==> src/rtl/soc_bram_ctl.sv <==
// Bus-side controller for four byte-lane block RAMs: single 32-bit reads and
// masked writes, range checking, and absorption of the one-cycle read latency.
module soc_bram_ctl #(
    parameter int addr_width = 8
) (
    input  logic                  clk,
    input  logic                  reset,
    input  logic                  stb,
    input  logic                  rw,
    input  logic [31:0]           addr,
    input  logic [31:0]           dtw,
    input  logic [3:0]            wmask,
    output logic [31:0]           dtr,
    output logic                  ack,
    output logic                  err,
    output logic                  busy,
    output logic [addr_width-1:0] bram_addr,
    output logic [3:0]            bram_we,
    output logic [31:0]           bram_din,
    input  logic [31:0]           bram_dout
);

    typedef enum logic [1:0] {
        S_IDLE,
        S_ACCESS,
        S_WAIT,
        S_DONE
    } state_t;

    state_t                state_q;
    logic                  rw_q;
    logic [addr_width-1:0] idx_q;
    logic [31:0]           data_q;
    logic [3:0]            we_q;
    logic [31:0]           dtr_q;
    logic                  ack_q;
    logic                  err_q;
    logic                  busy_q;

    logic [addr_width-1:0] idx_d;
    logic                  in_range_d;
    logic                  unused_addr_bits;

    assign idx_d            = addr[addr_width+1:2];
    assign in_range_d       = ~|addr[31:addr_width+2];
    assign unused_addr_bits = &{1'b0, addr[1:0]};

    // The captured wmask lives directly in we_q: it is loaded only for an
    // in-range write and cleared on the edge that leaves ACCESS.
    // NOTE: every state register uses non-blocking assignment so all of them
    // see the same pre-edge values; the RAM arrays themselves are never reset.
    always_ff @(posedge clk or posedge reset) begin
        if (reset) begin
            state_q <= S_IDLE;
            rw_q    <= 1'b0;
            idx_q   <= '0;
            data_q  <= '0;
            we_q    <= 4'b0000;
            dtr_q   <= '0;
            ack_q   <= 1'b0;
            err_q   <= 1'b0;
            busy_q  <= 1'b0;
        end else begin
            ack_q <= 1'b0;
            err_q <= 1'b0;
            we_q  <= 4'b0000;
            unique case (state_q)
                S_IDLE, S_DONE: begin
                    if (stb) begin
                        rw_q   <= rw;
                        idx_q  <= idx_d;
                        data_q <= dtw;
                        if (in_range_d) begin
                            state_q <= S_ACCESS;
                            busy_q  <= 1'b1;
                            we_q    <= rw ? wmask : 4'b0000;
                        end else begin
                            state_q <= S_DONE;
                            ack_q   <= 1'b1;
                            err_q   <= 1'b1;
                            dtr_q   <= '0;
                        end
                    end else begin
                        state_q <= S_IDLE;
                    end
                end
                S_ACCESS: begin
                    if (rw_q) begin
                        state_q <= S_DONE;
                        ack_q   <= 1'b1;
                        busy_q  <= 1'b0;
                    end else begin
                        state_q <= S_WAIT;
                    end
                end
                S_WAIT: begin
                    // Lane outputs now hold the word addressed during ACCESS.
                    dtr_q   <= bram_dout;
                    state_q <= S_DONE;
                    ack_q   <= 1'b1;
                    busy_q  <= 1'b0;
                end
                default: begin
                    state_q <= S_IDLE;
                    busy_q  <= 1'b0;
                end
            endcase
        end
    end

    assign dtr       = dtr_q;
    assign ack       = ack_q;
    assign err       = err_q;
    assign busy      = busy_q;
    assign bram_addr = idx_q;
    assign bram_we   = we_q;
    assign bram_din  = data_q;

endmodule

==> config.mk <==
export PLATFORM = sky130hd
export DESIGN_NAME = soc_bram_ctl
export DESIGN_NICKNAME = d
export VERILOG_FILES = /design/src/rtl/soc_bram_ctl.sv
export SDC_FILE = /design/constraint.sdc
export NUM_CORES = 1
export LEC_CHECK = 0
export ABC_AREA = 1
export BUFFER_PORTS_ARGS = -buffer_cell sky130_fd_sc_hd__clkbuf_2
export CORE_MARGIN = 4
export CORE_UTILIZATION = 31
export DETAILED_ROUTE_END_ITERATION = 16
export PLACE_DENSITY = 0.65
export SLEW_MARGIN = 40
export SYNTH_ARGS = -nofsm -noshare
export SYNTH_HDL_FRONTEND = slang
export SYNTH_SLANG_ARGS = --single-unit
==> constraint.sdc <==
create_clock -name clk -period 3.6 [get_ports clk]
set_input_delay 0.54 -clock clk [delete_from_list [all_inputs] [get_ports clk]]
set_output_delay 0.54 -clock clk [all_outputs]
set_load 0.01 [all_outputs]
==> flow_metrics.py <==
metrics = {
    "status": {
        "status": "finished, final reports clean",
    },
    "clocking": {
        "cts_tree": "yes",
        "postCtsSetupBuffers": 0,
        "cts-buffers-inserted": 9,
        "cts_resized": 0,
        "clockRootBuffer": "clkbuf_16",
        "clk_pin_slew_ps": 60,
        "cts_hold_buffers": 0,
        "cts.sinks": 82,
        "clk_latency_ps": 330,
        "ctsLongestPathBuffers": 2,
        "cts_htree_levels": 3,
    },
    "global_route": {
        "grt_first_pass_wirelength_mm": 15.2,
        "grt_max_degree": 44,
        "overflow": 0,
        "grtUsageTotal_pct": 14.2,
        "antenna_found_initial": 0,
        "grt_pass1_vias": 3280,
    },
    "worst_setup_path": {
        "arrival_ps": 2410,
        "critPathRequiredTime_ps": 3810,
        "crit_type": "reg2reg",
        "r2r_slack_ps": 1400,
        "r2r-end": "dtr[24]$_DFFE_PP0P_",
        "ff2ff_path_depth": 7,
        "cp-start-kind": "flip-flop",
        "cp_max_fo": 43,
        "end_kind": "flip-flop",
        "reg2reg_from": "state_q[0]$_DFF_PP0_",
    },
    "sta": {
        "final_max_slew_viol_count": 0,
        "setup_violations": 0,
        "fin_crit_ps": 2200,
        "worstMarginPinSlew_ps": 741,
        "period_share_pct": 61.1,
        "fin_skew_ps": 6.60,
        "rsz0062_at_grt": "no",
        "relSlewSlack_pct": 50.6,
        "hold_viol_final": 0,
        "final.setup.tns_ps": 0,
        "fmax_mhz": 454,
    },
    "synthesis": {
        "synth_area_leader_cell": "dfrtp_1",
        "synth_flop_cell": "dfrtp_1",
        "syn_inst": 431,
        "yosysSeqAreaShare_pct": 57.6,
        "yosys_warnings": 0,
        "async_flop_share_pct": 100,
        "syn-num-nets": 537,
        "yosysTopAreaCellShare_pct": 57.6,
        "synth-edff-count": 0,
        "syn_area_um2": 3560,
        "yosys-top-cells-area": "dfrtp_1 58%, nand2_1 24%, nand3_1 4.9%, inv_1 4.0%, buf_8 1.3%",
        "postSynthAreaPerCell_um2": 8.26,
        "ys_types": 21,
        "ys_seq_elements": 82,
        "yosysMostFrequentCell": "nand2_1",
        "synth_commonest_cells": "224 x nand2_1, 82 x dfrtp_1, 38 x inv_1",
    },
    "routing": {
        "vias": 3281,
        "wl_met3_um": 773,
        "drc_errors": 0,
        "top_layer": "met4",
        "drt-initial-drc-count": 210,
        "drt-total-wl_mm": 9.39,
        "ant_nets": 0,
        "drt-pass1-iter-count": 4,
        "wl_met2_mm": 4.48,
        "drt-met1-wl_mm": 4.02,
        "wl_per_cell_um": 12.5,
        "vias_per_cell": 4.38,
    },
    "cells_and_area": {
        "synthToLayoutAreaGrowth_pct": 35.9,
        "utilization_pct": 43.9,
        "ff_latch_area_um2": 2050,
        "multiInputGateArea_um2": 1220,
        "layout.nets": 710,
        "fillers": 1102,
        "stdcell_count": 749,
        "final_area_um2": 4840,
        "n_antenna_cell": 0,
        "layout-drive-gt1-share_pct": 34.3,
    },
    "floorplanning": {
        "die-area_um2": 13300,
        "ios": 183,
        "chipHeight_um": 115,
        "num_rows": 38,
        "coreArea_um2": 11000,
        "start_util_pct": 32.3,
        "die_x_um": 115,
    },
    "power_and_ir_drop": {
        "ir_drop_v": 0.000350,
        "p_leak_nw": 3.01,
        "p_seq_share_pct": 35.0,
        "p_comb_share_pct": 43.1,
        "p_total_w": 0.00450,
        "pwr-share-clk_pct": 21.8,
        "p_sw_share_pct": 40.9,
        "switching_power_w": 0.00184,
        "p_int_w": 0.00266,
        "power_density_nw_per_um2": 929,
    },
    "place": {
        "gp_congestion": 0.736,
        "dp_cells": 733,
        "dpl_cell_area_um2": 4520,
        "portBuffers": 180,
        "dpl.hpwl_mm": 6.72,
    },
    "hold_path": {
        "holdCritPathClass": "in2async",
    },
    "run": {
        "maxCapViolations": 0,
    },
}
## flip-flops by register name, indices dropped and copies added (netlist names)
register,cells
ack,1
busy,1
rw_q,1
bram_we,4
dtr,32
bram_addr,8
state_q,2
bram_din,32
err,1
## per-stage QoR
stage | setup WS [ps] | hold WS [ps]
after detailed placement | 1410 | 464
after CTS | 1380 | 294
after global routing | 1170 | 278
final | 1400 | 234
after global placement | 1450 | 462
after floorplan | 952 | 504
## power groups by stage
stage	clock [W]	combinational [W]	sequential (W)
2_1_floorplan	0	0.00115	0.00175
3_3_place_gp	0	0.00191	0.00158
3_5_place_dp	0	0.00198	0.00159
4_1_cts	0.00101	0.00198	0.00158
5_1_grt	0.00106	0.00221	0.00163
6_report	0.000982	0.00194	0.00157
## how the worst max path moves through the flow
stage | from | end | slack (ps)
after floorplan | reset | ack$_DFF_PP0_ | 950
final | state_q[0]$_DFF_PP0_ | dtr[24]$_DFFE_PP0P_ | 1400
after detailed placement | state_q[0]$_DFF_PP0_ | dtr[31]$_DFFE_PP0P_ | 1410
after global placement | state_q[0]$_DFF_PP0_ | dtr[11]$_DFFE_PP0P_ | 1450
after CTS | state_q[0]$_DFF_PP0_ | dtr[24]$_DFFE_PP0P_ | 1380
after global routing | state_q[0]$_DFF_PP0_ | dtr[31]$_DFFE_PP0P_ | 1170
## logic make-up (layout without fill, tap and decap cells)
logic type / after synthesis / count (layout) / share of synthesized area (%)
simple gates: 282 / 282 / 32.7
compound gates: 4 / 4 / 0.632
buf+inv: 61 / 239 / 8.32
fa+ha+maj: 2 / 2 / 0.702
flops: 82 / 82 / 57.6
## layout make-up
cell class,instances,area share [%]
clock buffer,11,5.02
clock inverter,5,1.60
inverter,40,3.15
multi-input combinational,288,25.1
sequential,82,42.4
tap,140,3.62
timing repair buffer,183,19.1
## layout by cell type (no fill, tap or decap)
cell | netlist | routed
a21boi_0 | 1 | 1
clkbuf_16 | 0 | 9
nand2_4 | 3 | 3
inv_4 | 0 | 1
a21oi_1 | 2 | 2
clkinv_2 | 0 | 2
nor3b_1 | 4 | 4
nand4_1 | 1 | 1
nand2_1 | 224 | 223
clkbuf_1 | 8 | 1
o21ai_0 | 1 | 1
nand3_1 | 35 | 35
or2_1 | 1 | 1
inv_1 | 38 | 37
dfrtp_1 | 82 | 82
bufinv_16 | 0 | 2
buf_4 | 1 | 3
nor2_1 | 10 | 10
clkbuf_8 | 0 | 1
nand2_2 | 0 | 1
nand3_4 | 1 | 1
nor2_2 | 3 | 3
clkbuf_2 | 0 | 180
inv_2 | 2 | 2
ha_1 | 2 | 2
clkinvlp_4 | 0 | 1
## per-layer routing
layer  vias up  GRT usage [%]
li1       1641              -
met1      1503           17.7
met2       127           23.2
met3        10           5.21
met4         0           4.54
met5         -              0
## worst max-delay path, cell delays in order (launching register included)
cell	delay (ps)
dfrtp_1	360
inv_1	50
ha_1	380
nand2_1	110
inv_2	540
nand2_4	380
nand3_1	170
nand2_1	80
Note: power is estimated with default switching activity, not from simulation.
